### src/rtl/io_bridge_pkg.sv
// Shared constants and encodings for the I/O port bridge.
package io_bridge_pkg;

  localparam int DATA_W_DEF   = 16;
  localparam int TX_DEPTH_DEF = 4;

  // RX holding register state
  typedef enum logic {
    RX_EMPTY = 1'b0,
    RX_FULL  = 1'b1
  } rx_state_e;

  // Bit positions inside the sticky error vector
  localparam int ERR_TX_OVF = 0;
  localparam int ERR_RX_UNF = 1;

endpackage

### src/rtl/io_tx_fifo.sv
// Generic synchronous show-ahead FIFO.
// Handshake: a pop happens when pop_i is high and the FIFO is non-empty.
// A push is accepted when push_i is high and there is room, or a pop frees
// a slot in the same cycle. A push that finds no room raises ovf_o for
// that cycle and is dropped.
module io_tx_fifo #(
  parameter int W     = 16,
  parameter int DEPTH = 4,
  localparam int PTR_W = $clog2(DEPTH)
) (
  input  logic             clk_i,
  input  logic             rst_i,
  input  logic             push_i,
  input  logic [W-1:0]     wdata_i,
  input  logic             pop_i,
  output logic [W-1:0]     rdata_o,
  output logic             full_o,
  output logic             empty_o,
  output logic [PTR_W:0]   count_o,
  output logic             ovf_o
);

  localparam logic [PTR_W:0] FULL_CNT = DEPTH[PTR_W:0];

  logic [W-1:0]     mem_q [DEPTH];
  logic [PTR_W-1:0] wr_ptr_q, wr_ptr_d;
  logic [PTR_W-1:0] rd_ptr_q, rd_ptr_d;
  logic [PTR_W:0]   count_q, count_d;
  logic             push_ok, pop_ok;

  assign full_o  = (count_q == FULL_CNT);
  assign empty_o = (count_q == '0);
  assign count_o = count_q;
  // Show-ahead: head entry is read combinationally
  assign rdata_o = mem_q[rd_ptr_q];

  // Accept/pop decisions and next pointer/count values
  always_comb begin
    pop_ok   = pop_i && !empty_o;
    push_ok  = push_i && (!full_o || pop_ok);
    ovf_o    = push_i && full_o && !pop_ok;
    wr_ptr_d = wr_ptr_q;
    rd_ptr_d = rd_ptr_q;
    count_d  = count_q;
    if (push_ok) wr_ptr_d = wr_ptr_q + 1'b1;
    if (pop_ok)  rd_ptr_d = rd_ptr_q + 1'b1;
    case ({push_ok, pop_ok})
      2'b10:   count_d = count_q + 1'b1;
      2'b01:   count_d = count_q - 1'b1;
      default: count_d = count_q;
    endcase
  end

  // Pointer/count registers; storage cleared so the head reads zero after reset
  always_ff @(posedge clk_i) begin
    if (rst_i) begin
      wr_ptr_q <= '0;
      rd_ptr_q <= '0;
      count_q  <= '0;
      for (int i = 0; i < DEPTH; i++) mem_q[i] <= '0;
    end else begin
      wr_ptr_q <= wr_ptr_d;
      rd_ptr_q <= rd_ptr_d;
      count_q  <= count_d;
      if (push_ok) mem_q[wr_ptr_q] <= wdata_i;
    end
  end

endmodule

### src/rtl/io_port_bridge.sv
// Bridge between the memory stage and an external device.
// All handshakes are valid/ready: a transfer happens on a rising edge where
// both valid and ready are high. TX: tx_valid/tx_ready. RX: rx_valid/rx_ready
// into a single holding register, presented to the core as cpu_rvalid and
// consumed by cpu_re. rx_ready depends only on the RX state.
module io_port_bridge
  import io_bridge_pkg::*;
#(
  parameter int DATA_W   = DATA_W_DEF,
  parameter int TX_DEPTH = TX_DEPTH_DEF,
  localparam int PTR_W   = $clog2(TX_DEPTH)
) (
  input  logic              clock,
  input  logic              rst,
  input  logic [DATA_W-1:0] cpu_wdata,
  input  logic              cpu_we,
  output logic              cpu_full,
  output logic [DATA_W-1:0] cpu_rdata,
  output logic              cpu_rvalid,
  input  logic              cpu_re,
  output logic [DATA_W-1:0] tx_data,
  output logic              tx_valid,
  input  logic              tx_ready,
  input  logic [DATA_W-1:0] rx_data,
  input  logic              rx_valid,
  output logic              rx_ready,
  output logic [PTR_W:0]    tx_count,
  output logic [1:0]        err,
  input  logic              err_clr
);

  logic      tx_empty;
  logic      tx_ovf;
  logic      rx_unf;

  rx_state_e         state_q, state_d;
  logic [DATA_W-1:0] rdata_q, rdata_d;
  logic [1:0]        err_q, err_d;

  io_tx_fifo #(
    .W     (DATA_W),
    .DEPTH (TX_DEPTH)
  ) u_tx_fifo (
    .clk_i   (clock),
    .rst_i   (rst),
    .push_i  (cpu_we),
    .wdata_i (cpu_wdata),
    .pop_i   (tx_ready),
    .rdata_o (tx_data),
    .full_o  (cpu_full),
    .empty_o (tx_empty),
    .count_o (tx_count),
    .ovf_o   (tx_ovf)
  );

  assign tx_valid   = !tx_empty;
  assign cpu_rdata  = rdata_q;
  assign cpu_rvalid = (state_q == RX_FULL);
  assign rx_ready   = (state_q == RX_EMPTY);
  assign err        = err_q;

  // RX FSM next state, capture and underflow detection
  always_comb begin
    state_d = state_q;
    rdata_d = rdata_q;
    rx_unf  = 1'b0;
    case (state_q)
      RX_EMPTY: begin
        rx_unf = cpu_re;
        if (rx_valid) begin
          rdata_d = rx_data;
          state_d = RX_FULL;
        end
      end
      RX_FULL: begin
        if (cpu_re) state_d = RX_EMPTY;
      end
      default: state_d = RX_EMPTY;
    endcase
  end

  // Sticky errors: a new error in the clearing cycle still sets its bit
  always_comb begin
    err_d = err_clr ? 2'b00 : err_q;
    if (tx_ovf) err_d[ERR_TX_OVF] = 1'b1;
    if (rx_unf) err_d[ERR_RX_UNF] = 1'b1;
  end

  // RX state, holding register and error flags
  always_ff @(posedge clock) begin
    if (rst) begin
      state_q <= RX_EMPTY;
      rdata_q <= '0;
      err_q   <= '0;
    end else begin
      state_q <= state_d;
      rdata_q <= rdata_d;
      err_q   <= err_d;
    end
  end

endmodule

### config.mk
export PLATFORM = sky130hd
export DESIGN_NAME = io_port_bridge
export DESIGN_NICKNAME = d
export VERILOG_FILES = /design/src/rtl/io_bridge_pkg.sv /design/src/rtl/io_tx_fifo.sv /design/src/rtl/io_port_bridge.sv
export SDC_FILE = /design/constraint.sdc
export NUM_CORES = 1
export LEC_CHECK = 0
export BUFFER_PORTS_ARGS = -buffer_cell sky130_fd_sc_hd__buf_2
export CAP_MARGIN = 40
export CORE_UTILIZATION = 35
export DETAILED_ROUTE_END_ITERATION = 16
export PLACE_DENSITY = 0.53
export SETUP_SLACK_MARGIN = 0.2
export SLEW_MARGIN = 40
export SYNTH_ARGS = -nofsm -noshare
export SYNTH_HDL_FRONTEND = slang
export SYNTH_HIERARCHICAL = 1
export SYNTH_SLANG_ARGS = --single-unit
### constraint.sdc
create_clock -name clock -period 2.2 [get_ports clock]
set_input_delay 0.11 -clock clock [delete_from_list [all_inputs] [get_ports clock]]
set_output_delay 0.11 -clock clock [all_outputs]
set_load 0.01 [all_outputs]
== Yosys cells after proc, flatten, opt, wreduce, memory -nomap -nowiden ==
Memories as Yosys holds them, arrays and structs flattened. A register that Yosys moved wholly into a read port is not among the register bits.
Index checks and enable logic that the tools add are counted.

* Register bits after elaboration: 26
* Bits in latches: 0
* Bits in writable memories: 64
* Bits in read-only memories: 0
* Input port bits: 39
* Output and inout bits: 41
* Logic and storage cells: 48
* Memories kept: 1

{| class="wikitable"
|+ Memories
! memory !! depth !! bits a word !! rd ports !! clocked after memory_dff !! wr ports !! line !! RTL
|-
| u_tx_fifo.mem_q || 4 || 16 || 1 || 1 || 4 || io_tx_fifo.sv:25 || <nowiki>logic [W-1:0] mem_q [DEPTH];</nowiki>
|}

* Add/sub/neg operators: 4
* $mul: 0
* Divide/modulo/power cells: 0
* Order comparisons: 0
* Equal/unequal tests: 3
* Shift operators: 0
* Muxes and demuxes: 18
* Bitwise logic cells: 1
* Reduce and logical (&&, ||, !) cells: 14

{| class="wikitable"
|+ Operators with widths
! kind !! number
|-
| $mux W16 || 1
|-
| $reduce_or A16 Y1 || 1
|-
| $mux W1 || 11
|-
| $mux W2 || 4
|-
| $pmux W3 S2 || 1
|-
| $reduce_bool A2 Y1 || 3
|-
| $add A2 B1 Y2 const B || 2
|-
| $logic_and A1 B1 Y1 || 4
|-
| $add A3 B1 Y3 const B || 1
|-
| $eq A3 B3 Y1 const B || 1
|-
| $logic_not A1 Y1 || 3
|-
| $logic_not A3 Y1 || 1
|-
| $sub A3 B1 Y3 const B || 1
|-
| $eq A2 B1 Y1 const B || 1
|-
| $eq A2 B2 Y1 const B || 1
|-
| $pmux W1 S2 || 1
|-
| $reduce_and A2 Y1 || 1
|-
| $logic_or A1 B1 Y1 || 1
|-
| $not A1 Y1 || 1
|}

== Longest topological paths before layout ==
Gate-level depths: netlist of run 1.

* Word-level depth: 10
* Depth in mapped cells: 8
* Depth with buffers taken out: 8

== Cells and area by module ==
Netlist of run 1, hierarchy kept.

{| class="wikitable"
|+ By module, submodules not included
! module !! times used !! cells each !! area an instance (um^2) !! seq. area each (um^2)
|-
| io_tx_fifo || 1 || 208 || 3245.6 || 2102.0
|-
| io_port_bridge || 1 || 85 || 889.6 || 380.4
|}

== Worst setup path before layout of run 1 ==
Ideal clock, no wire load.

* Path kind: register to register
* Start: reg u_tx_fifo.count_q[0], in the netlist u_tx_fifo/count_o[0]
* End: mem u_tx_fifo.mem_q[2][0], enable pin
* Library setup time: 411 ps
* Arrival: 2013 ps
* Data required time: 1789 ps
* Path slack: -224 ps
* Cell stages (with the launch flop): 4
* Path buffers: 0
* Clock period less this slack: 2424 ps
* Cells stage by stage: dfxtp_1 > nor4b_4 > nand2b_1 > o21ai_0

{| class="wikitable"
|+ RTL lines
! element !! line !! RTL
|-
| from (decl) || io_tx_fifo.sv:28 || <nowiki>logic [PTR_W:0] count_q, count_d;</nowiki>
|-
| from (signal assigned) || io_tx_fifo.sv:64 || <nowiki>count_q <= count_d;</nowiki>
|-
| to (decl) || io_tx_fifo.sv:25 ||
|}

== Final worst setup path of run 1 ==
* Start: reg u_tx_fifo.count_q[0], in the netlist u_tx_fifo/count_o[0]
* End: reg u_tx_fifo.count_q[2], in the netlist u_tx_fifo/count_o[2]

* Longest elaborated chain between the ends: 7
* Elaborated cells on any way between the ends: 13
* Those cells by class: 2 x add/sub; 3 x eq/ne; 1 x mux; 7 x reduce/logical

{| class="wikitable"
|+ Ends and longest elaborated chain
! element !! line !! RTL
|-
| $logic_not A3 Y1 || io_tx_fifo.sv:32 || <nowiki>assign empty_o = (count_q == '0);</nowiki>
|-
| $logic_not A1 Y1 || io_tx_fifo.sv:39 || <nowiki>pop_ok = pop_i && !empty_o;</nowiki>
|-
| $logic_and A1 B1 Y1 || io_tx_fifo.sv:39 ||
|-
| $logic_or A1 B1 Y1 || io_tx_fifo.sv:40 || <nowiki>push_ok = push_i && (!full_o || pop_ok);</nowiki>
|-
| $logic_and A1 B1 Y1 || io_tx_fifo.sv:40 ||
|-
| $eq A2 B1 Y1 / $eq A2 B2 Y1 (equally long branches) || io_tx_fifo.sv:47 || <nowiki>case ({push_ok, pop_ok})</nowiki>
|-
| $pmux W3 S2 / $reduce_bool A2 Y1 (equally long branches) || -- ||
|}

Parallel ways exist; a longest one is shown, timed or not.
A chain may end at the register's enable or synchronous reset.

==> results of run 1 <==
cells in the final DEF, fill, tap and decap left out, drive strengths merged, types with 2 or more instances in the layout:
cell type / netlist / final
nor3: 2 / 2
o31ai: 2 / 2
clkinv: 0 / 2
nand2: 3 / 3
edfxtp: 64 / 64
o21ai: 19 / 19
nor4b: 2 / 2
nand4bb: 16 / 16
nor2: 8 / 8
mux4: 16 / 16
dfxtp: 28 / 28
buf: 6 / 97
and2: 64 / 64
or3: 2 / 2
inv: 9 / 9
nand2b: 21 / 21
a21oi: 5 / 5
clkbuf: 10 / 12
xor2: 3 / 3
nor4: 2 / 2
synth_stat cells:
cell type,number
nand2_1,3
a21oi_1,5
or3_1,2
nor4_4,1
mux4_2,16
nor3b_1,1
nor4b_4,2
nand2b_1,21
o21ai_2,10
nor3_2,1
o21ai_0,9
buf_12,1
and3_1,1
dfxtp_1,28
nor2b_1,1
or2_1,1
nand4bb_1,16
xor2_1,3
o31ai_1,2
and2b_4,1
and2_1,64
a211oi_1,1
nor2_1,8
ha_1,1
clkbuf_1,10
fa_1,1
inv_1,9
buf_6,2
nor4_2,1
nor3_1,1
buf_2,3
o21bai_1,1
mux2_1,1
a21o_1,1
edfxtp_1,64
metrics by stage:
step           instance area (um^2)  setup slack, ns  util (%)  std cells  power [mW]
3_3_place_gp                   4760           0.2738     41.51        514       3.189
6_report                       5047           0.2368     44.02        533       4.514
5_1_grt                        5047           0.1503     44.02        533       4.763
2_1_floorplan                  4168         -0.06343         -        293       2.828
3_5_place_dp                   4760           0.1986     41.51        514       3.204
4_1_cts                        5036           0.2066     43.92        532       4.591
area by class of cell:
class                   count  area (um^2)
clock inverters             3        15.01
repair buffers             98        540.5
inverters                   9        33.78
flip-flops and latches     92         2491
fillers                  1051         6420
multi-input cells         176         1551
well taps                 143        178.9
clock buffers              12        236.5
per-layer routing:
metal  vias up  part of all wire, %  GRT usage, %  routed length [um]
li1       1247                    -             -                   -
met1      1242                   46         19.27                3982
met2        70                   47         24.55                4068
met3         5                  5.4         4.429                 463
met4         0                  1.1         5.600                  91
met5         -                    0             0                   0
registers in the layout (all words and copies together), names as in the netlist, named ones only:
name                count
cpu_rvalid              1
err                     2
u_tx_fifo/wr_ptr_q      2
u_tx_fifo/mem_q        64
u_tx_fifo/rd_ptr_q      2
cpu_rdata              16
u_tx_fifo/count_o       3
tightest hold or removal path: stages:
cell,delay (ns)
buf_2,0.08
nand4bb_1,0.09
o21ai_0,0.07
worst paths after layout:
| check | from | end | slack, ns | cells after the start |
|---|---|---|---|---|
| max | u_tx_fifo/count_o[0]$_SDFFE_PP0P_ | u_tx_fifo/count_o[2]$_SDFFE_PP0P_ | 0.24 | 8 |
| min | rx_data[15] | cpu_rdata[15]$_SDFFE_PP0P_ | 0.04 | 3 |
| max reg2reg | u_tx_fifo/count_o[0]$_SDFFE_PP0P_ | u_tx_fifo/count_o[2]$_SDFFE_PP0P_ | 0.24 | 8 |
| min reg2reg | cpu_rdata[7]$_SDFFE_PP0P_ | cpu_rdata[7]$_SDFFE_PP0P_ | 0.47 | 2 |
power groups by stage:
stage | Clock [mW] | Sequential [mW] | Combinational, mW
global placement | 0 | 2.16 | 1.02
finish | 1.35 | 2.13 | 1.04
floorplan | 0 | 2.16 | 0.665
CTS | 1.41 | 2.13 | 1.06
detailed placement | 0 | 2.17 | 1.03
global route | 1.47 | 2.15 | 1.14
timing repair:
action                                  in CTS  in global routing
hold buffers                                 1                  0
pin swaps                                    1                  1
endpoints found under the setup margin       1                  2
setup buffers                                2                  1
hold endpoints to repair                     1                  0
resized for setup                            0                  2
logic make-up (layout without fill, tap and decap cells):
family / Yosys count / after routing / share of synthesized area, %
AO/OA/AOI/OAI: 29 / 29 / 4.720
XOR/XNOR: 3 / 3 / 0.6355
adder cells (fa/ha/maj): 2 / 2 / 0.7867
buffers and inverters: 25 / 122 / 3.116
flip-flops: 92 / 92 / 60.03
multiplexers: 17 / 17 / 8.986
AND/OR/NAND/NOR: 125 / 125 / 21.72
==> flow_summary.yaml, run 1 <==
clock_network:
  htreeDepth: 3
  cts_buffer_depth: 2
  clock_latency_ns: 0.34
  clkTransAtPathRegs_ns: 0.06
  cts_tree: "done"
  clock-sinks: 92
  clockRootBuffer: "clkbuf_16"
  cts_made_buffers: 9
sta:
  hold_viol: 0
  tns_ns: 0
  relSlewSlack_pct: 75.02
  tightestPinTransition_ns: 0.3718
  final.setup_skew_ns: 0.004628
  rsz0062_at_grt: "yes"
  min_period_over_period_pct: 89.23
  holdWs_ns: 0.03641
  finalCriticalPeriod_ns: 1.963
  fmax_ghz: 0.5094
  slew_violations: 0
  setup_viol: 0
floorplanning:
  die-width_um: 110.7
  die-area_um2: 12250
  core_um2: 11470
  row_count: 39
  initial_utilization_pct: 36.06
  fp.dieH_um: 110.7
  io_pins: 80
setup_path:
  path_buf_inv: 1
  crit_type: "flip-flop to flip-flop"
  slowest_delay_ns: 0.35
  worstPathRequired_ns: 2.46
  cp-start-kind: "flip-flop"
  cp-end-kind: "flip-flop"
  crit_slowest_cell: "dfxtp_4"
  path_max_fanout: 2
  crit_family: "simple AND/OR/NAND/NOR gates"
  path_cells: "nor4b_4 -> nand2b_4 -> ha_4 -> inv_2 -> fa_2 -> xor2_1 -> or3_1 -> a21oi_1"
  critPathArrivalTime_ns: 2.22
detailed_routing:
  drt-initial-drc-count: 96
  drc: 0
  drtAntennaViolNets: 0
  via_per_inst: 4.811
  firstDrtPassIters: 4
  wl_per_cell_um: 16.15
  routed_wl_um: 8606
  dr_total_vias: 2564
yosys:
  ys_warn_count: 6
  yosysTopAreaCellShare_pct: 46.48
  synthTopCellsByArea: "edfxtp_1 (46%), dfxtp_1 (14%), and2_1 (9.7%), mux4_2 (8.7%), nand4bb_1 (4.4%)"
  synth_seq_cells: 92
  synth_top_area_cell: "edfxtp_1"
  syn-num-nets: 334
  synth_area_per_cell_um2: 14.11
  syn-cell-area_um2: 4135
  ys_seq_area_share_pct: 60.03
  synthDistinctLibCells: 35
  syn_inst: 293
power:
  intPower_mw: 3.298
  p_sw_mw: 1.216
  ir_worst_vdd_uv: 541.9
  power.share.switching_pct: 26.94
  clock_power_share_pct: 29.9
  p_per_area_nw_per_um2: 894.4
  pwr-share-comb_pct: 22.9
  leakage_nw: 1.987
  seq_power_share_pct: 47.2
grt:
  grt_use_total_pct: 15.17
  antenna_found_initial: 0
  grt_first_pass_wirelength_um: 14050
  grt-ovfl-total: 0
  grt_pass1_vias: 2631
  grt_max_degree: 38
final_layout:
  layout.nets: 427
  syn_to_final_growth_pct: 22.06
  layout-drive-gt1-share_pct: 37.69
  num_antenna_cells: 0
placed_design:
  gp_congestion: 0.7204
  port_buffers: 79
  hpwl_um: 5585
status:
  status: "finished, final reports clean"
min_path:
  hp-class: "input pin to flip-flop"
job:
  cap_viol_max_count: 0
Note: power is estimated with default switching activity, not from simulation.
==> run 2, diff against run 1 <==
SYNTH_HIERARCHICAL = default   (was 1)
==> flow_summary.yaml, run 2 <==
status:
  status: "finished, final reports clean"
setup_path:
  critPathArrivalTime_ns: 2.27
  crit_type: "flip-flop to flip-flop"
  r2r_end: "u_tx_fifo.count_o[2]$_SDFFE_PP0P_"
  r2r-start: "u_tx_fifo.count_o[0]$_SDFFE_PP0P_"
  rrSetupSlack_ns: 0.22
  cp-end-kind: "flip-flop"
  crit_family: "simple AND/OR/NAND/NOR gates"
  cp-start-kind: "flip-flop"
  path_buf_inv: 1
  crit_slowest_cell: "dfxtp_4"
  r2r_cells: 8
  path_cells: "nor4b_4 -> nand2b_4 -> ha_4 -> inv_2 -> fa_2 -> xor2_1 -> or3_1 -> a21oi_2"
  worstPathRequired_ns: 2.49
  path_max_fanout: 5
  slowest_delay_ns: 0.37
placed_design:
  placed_area_um2: 4513
  port_buffers: 79
  dp_cells: 506
  gp_congestion: 0.6863
  hpwl_um: 5342
min_path:
  holdPathStages: 2
  hold_end: "u_tx_fifo.mem_q[0][7]$_SDFFCE_PN0P_"
  hp-class: "input pin to flip-flop"
  hp-start: "cpu_wdata[7]"
final_layout:
  postLayoutCellArea_um2: 4908
  syn_to_final_growth_pct: 26.83
  largest_register_ffs: 64
  mostFrequentLayoutCell: "buf_2"
  fillers: 996
  num_antenna_cells: 0
  layout.nets: 439
  layout-drive-gt1-share_pct: 34.83
  layout_common_cells: "buf_2 (79), and2_1 (64), edfxtp_1 (64), nand2_1 (34), dfxtp_1 (25)"
  regMostFlops: "u_tx_fifo.mem_q"
  instances_no_fill: 542
clock_network:
  cts_tree: "done"
  clockRootBuffer: "clkbuf_8"
  cts_made_buffers: 9
  htreeDepth: 3
  clkTransAtPathRegs_ns: 0.09
  clock-sinks: 92
  clock_latency_ns: 0.36
  cts_buffer_depth: 2
grt:
  grt-ovfl-total: 0
  antenna_found_initial: 0
  grt_max_degree: 18
  grt_pass1_vias: 2678
  grt_first_pass_wirelength_um: 13350
  grt_use_total_pct: 15.62
floorplanning:
  initial_utilization_pct: 35.86
  io_pins: 80
  die-width_um: 107.2
  core_um2: 10790
  die-area_um2: 11480
  row_count: 38
  fp.dieH_um: 107.2
yosys:
  synth_area_per_cell_um2: 13.39
  synth_top_area_cell: "edfxtp_1"
  async_flop_share_pct: 0
  synth_edf_count: 64
  ys_warn_count: 0
  synthTopCellsByArea: "edfxtp_1 (50%), dfxtp_1 (14%), and2_1 (10%), mux4_2 (9.3%), nand2_1 (3.3%)"
  syn-num-nets: 330
  syn_inst: 289
  synth_ff_type: "edfxtp_1"
  synth_common_cells: "and2_1 (64), edfxtp_1 (64), nand2_1 (34), dfxtp_1 (28), a21oi_1 (19)"
  synth_seq_cells: 92
  yosysTopAreaCellShare_pct: 49.66
  syn-cell-area_um2: 3870
  synthDistinctLibCells: 32
  ys_seq_area_share_pct: 64.14
power:
  intPower_mw: 3.064
  ir_worst_vdd_uv: 438.5
  clock_power_share_pct: 26.1
  p_per_area_nw_per_um2: 866.2
  pwr-share-comb_pct: 23.9
  seq_power_share_pct: 50.0
  total_power_mw: 4.252
  p_sw_mw: 1.188
  leakage_nw: 1.982
  power.share.switching_pct: 27.94
sta:
  final.setup_skew_ns: 0.01255
  holdWs_ns: 0.06208
  finalCriticalPeriod_ns: 1.981
  tightestPinTransition_ns: 0.6210
  relSlewSlack_pct: 58.60
  slew_violations: 0
  tns_ns: 0
  fmax_ghz: 0.5047
  hold_viol: 0
  rsz0062_at_grt: "yes"
  min_period_over_period_pct: 90.07
  setup_viol: 0
job:
  cap_viol_max_count: 0
detailed_routing:
  via_per_inst: 4.653
  routed_wl_um: 8306
  firstDrtPassIters: 4
  drt-initial-drc-count: 78
  dr_total_vias: 2522
  wl_per_cell_um: 15.32
  drc: 0
  drtAntennaViolNets: 0
## run 2: changes by cell type after synthesis, sizes merged, moves of 2 or more
| cell | before | now |
|---|---|---|
| nand2 | 3 | 34 |
| nand2b | 21 | 4 |
| o21ai | 19 | 2 |
| nand4bb | 16 | 0 |
| a21oi | 5 | 19 |
| buf | 6 | 2 |
| clkbuf | 10 | 13 |
| nor2 | 8 | 10 |
## run 2: timing repair
action | CTS | global route
setup endpoints to repair | 1 | 1
hold buffers | 17 | 0
setup buffers | 1 | 3
endpoints found under the hold margin | 17 | 0
pin swaps | 0 | 1
gates resized for setup | 0 | 2
## run 2: layer usage
metal	routed length (um)	GRT usage, %	share of wire (%)	up-vias
met3	432	4.863	5.2	7
met5	0	0	0	-
met2	4233	29.26	51	73
li1	-	-	-	1235
met1	3570	17.06	43	1207
met4	71	3.620	0.85	0
## run 2: layout make-up
class	instances	area (um^2)	area share, %
clock inverter	6	65.06	1.326
clock buffer	9	123.9	2.524
inverter	8	30.03	0.6118
multi-input combinational	174	1330	27.10
sequential	92	2491	50.75
tap	140	175.2	3.569
timing repair buffer	113	693.2	14.12
## run 2: stage by stage
stage	setup WS, ns	utilization (%)
finish	0.2185	45.48
detailed placement	0.2135	41.82
global route	0.07484	45.48
CTS	0.2065	45.21
floorplan	0.05608	-
global placement	0.2602	41.82
## run 2: how the worst max path moves through the flow
stage                                           start                                 to  slack (ns)  depth (start not counted)
floorplan           u_tx_fifo.count_o[0]$_SDFFE_PP0P_  u_tx_fifo.count_o[2]$_SDFFE_PP0P_        0.06                          8
global placement    u_tx_fifo.count_o[0]$_SDFFE_PP0P_  u_tx_fifo.count_o[2]$_SDFFE_PP0P_        0.26                          8
detailed placement  u_tx_fifo.count_o[0]$_SDFFE_PP0P_  u_tx_fifo.count_o[2]$_SDFFE_PP0P_        0.21                          8
CTS                 u_tx_fifo.count_o[0]$_SDFFE_PP0P_  u_tx_fifo.count_o[2]$_SDFFE_PP0P_        0.21                          8
global route        u_tx_fifo.count_o[0]$_SDFFE_PP0P_  u_tx_fifo.count_o[2]$_SDFFE_PP0P_        0.07                          8
finish              u_tx_fifo.count_o[0]$_SDFFE_PP0P_  u_tx_fifo.count_o[2]$_SDFFE_PP0P_        0.22                          8
## run 2: cells by family (layout without fill, tap and decap cells)
| kind of cell | after synthesis | after routing | share of synthesized area [%] |
|---|---|---|---|
| adders and majority gates | 2 | 2 | 0.8406 |
| DFF | 92 | 92 | 64.14 |
| muxes | 17 | 17 | 9.602 |
| buffers and inverters | 23 | 136 | 2.296 |
| and+or+nand+nor | 123 | 123 | 18.04 |
| xor gates and xnor gates | 4 | 4 | 0.9054 |
| AOI/OAI and AO/OA | 28 | 28 | 4.171 |
## run 2: power groups by stage
| stage | logic [mW] | registers (mW) | clock network, mW |
|---|---|---|---|
| finish | 1.02 | 2.13 | 1.11 |
| global route | 1.13 | 2.14 | 1.20 |
| CTS | 1.02 | 2.13 | 1.15 |
| detailed placement | 0.989 | 2.17 | 0 |
| global placement | 0.985 | 2.16 | 0 |
| floorplan | 0.626 | 2.16 | 0 |
==> run 3, diff against run 2 <==
PLACE_DENSITY = 0.51   (was 0.53)
SKIP_CTS_REPAIR_TIMING = 1   (was default)
SLEW_MARGIN = 20   (was 40)
clock period = 2.36 ns   (was 2.2 ns; I/O delays follow)
==> flow_summary.yaml, run 3 (same netlist as run 2, synthesis figures left out) <==
detailed_routing:
  routed_wl_um: 8230
  drtAntennaViolNets: 0
  firstDrtPassIters: 4
  drc: 0
  via_per_inst: 4.642
  dr_total_vias: 2451
  drt-initial-drc-count: 54
  wl_per_cell_um: 15.59
grt:
  grt_pass1_vias: 2559
  grt_max_degree: 30
  grt_use_total_pct: 15.64
  grt_first_pass_wirelength_um: 13050
  grt-ovfl-total: 0
  antenna_found_initial: 1
final_layout:
  layout.nets: 424
  final_core_util_pct: 43.87
  layout_common_cells: "buf_2 (79), and2_1 (64), edfxtp_1 (64), nand2_1 (34), dfxtp_1 (25)"
  mostFrequentLayoutCell: "buf_2"
  regMostFlops: "u_tx_fifo.mem_q"
  syn_to_final_growth_pct: 22.34
  largest_register_ffs: 64
  num_antenna_cells: 0
  layout-drive-gt1-share_pct: 34.02
floorplanning:
  initial_utilization_pct: 35.86
  die-width_um: 107.2
  row_count: 38
  fp.dieH_um: 107.2
  die-area_um2: 11480
  io_pins: 80
  core_um2: 10790
placed_design:
  gp_congestion: 0.7582
  hpwl_um: 5152
  port_buffers: 79
setup_path:
  critPathArrivalTime_ns: 2.29
  crit_family: "simple AND/OR/NAND/NOR gates"
  path_max_fanout: 8
  path_cells: "nor4b_4 -> nand2b_4 -> ha_4 -> inv_1 -> fa_2 -> xor2_1 -> or3_1 -> a21oi_1"
  crit_type: "flip-flop to flip-flop"
  path_buf_inv: 1
  worst-path-stages: 8
  slowest_delay_ns: 0.39
  cp-start-kind: "flip-flop"
  worstPathRequired_ns: 2.64
  r2r_cells: 8
  crit_slowest_cell: "dfxtp_4"
  cp-end-kind: "flip-flop"
clock_network:
  clock_latency_ns: 0.35
  cts_buffer_depth: 2
  htreeDepth: 3
  clockRootBuffer: "clkbuf_8"
  cts_made_buffers: 9
  clock-sinks: 92
  clkTransAtPathRegs_ns: 0.09
  cts_tree: "done"
sta:
  relSlewSlack_pct: 56.96
  slew_violations: 0
  fmax_ghz: 0.4976
  holdWs_ns: -0.001557
  final.setup_skew_ns: 0.005478
  rsz0062_at_grt: "no"
  tightestPinTransition_ns: 0.6457
  finalCriticalPeriod_ns: 2.010
  tns_ns: 0
  hold_viol: 1
  setup_viol: 0
  min_period_over_period_pct: 85.16
power:
  pwr-share-comb_pct: 23.9
  intPower_mw: 2.712
  seq_power_share_pct: 52.2
  ir_worst_vdd_uv: 468.4
  p_per_area_nw_per_um2: 803.7
  power.share.switching_pct: 28.72
  leakage_nw: 1.906
  p_sw_mw: 1.093
  total_power_mw: 3.805
  clock_power_share_pct: 23.9
status:
  violations: "negative hold slack"
  status: "finished with violations"
min_path:
  holdPathStages: 3
  hp-class: "input pin to flip-flop"
job:
  cap_viol_max_count: 0
-- run 3: cell types whose count changed in the layout (fill, tap and decap cells not counted), sizes merged --
cell and change:
dlygate4sd3 -10, buf -5, clkinv +3, bufinv -1
clkbuf +1, clkinvlp -1, inv -1
-- run 3: tightest hold or removal path: cells and delay by family --
family / cells / cell delay [ns]
compound gates: 1 / 0.05
simple gates: 1 / 0.04
buf+inv: 1 / 0.09
-- run 3: path summary, 6_finish.rpt --
path	from	end	slack, ns
min reg2reg	cpu_rdata[4]$_SDFFE_PP0P_	cpu_rdata[4]$_SDFFE_PP0P_	0.46
max reg2reg	u_tx_fifo.count_o[0]$_SDFFE_PP0P_	u_tx_fifo.count_o[2]$_SDFFE_PP0P_	0.35
min	rx_data[11]	cpu_rdata[11]$_SDFFE_PP0P_	-0.002
max	u_tx_fifo.count_o[0]$_SDFFE_PP0P_	u_tx_fifo.count_o[2]$_SDFFE_PP0P_	0.35
-- run 3: layout make-up --
type	count	area (um^2)
well taps	140	175.2
clock buffers	10	127.6
multi-input cells	174	1326
inverters	8	30.03
repair buffers	98	555.5
clock inverters	6	31.28
fillers	1016	6058
flip-flops and latches	92	2489
-- run 3: metal layers --
layer	up-vias	track usage [%]	part of all wire, %
met5	-	0	0
met1	1163	18.49	44
met3	12	3.587	5.2
met4	0	7.339	2.0
li1	1204	-	-
met2	72	26.87	49
-- run 3: through the flow --
step	std cells	instance area, um^2	setup WS (ns)
2_1_floorplan	289	3904	0.2088
3_3_place_gp	505	4506	0.4101
3_5_place_dp	505	4506	0.3667
4_1_cts	521	4664	0.3380
5_1_grt	528	4735	0.2163
6_report	528	4735	0.3502
-- run 3: power by group through the flow --
stage	logic, mW	clock network, mW	registers, mW
2_1_floorplan	0.582	0	2.02
3_3_place_gp	0.912	0	2.01
3_5_place_dp	0.920	0	2.02
4_1_cts	0.924	0.946	1.99
5_1_grt	1.00	1.01	2.01
6_report	0.909	0.910	1.99
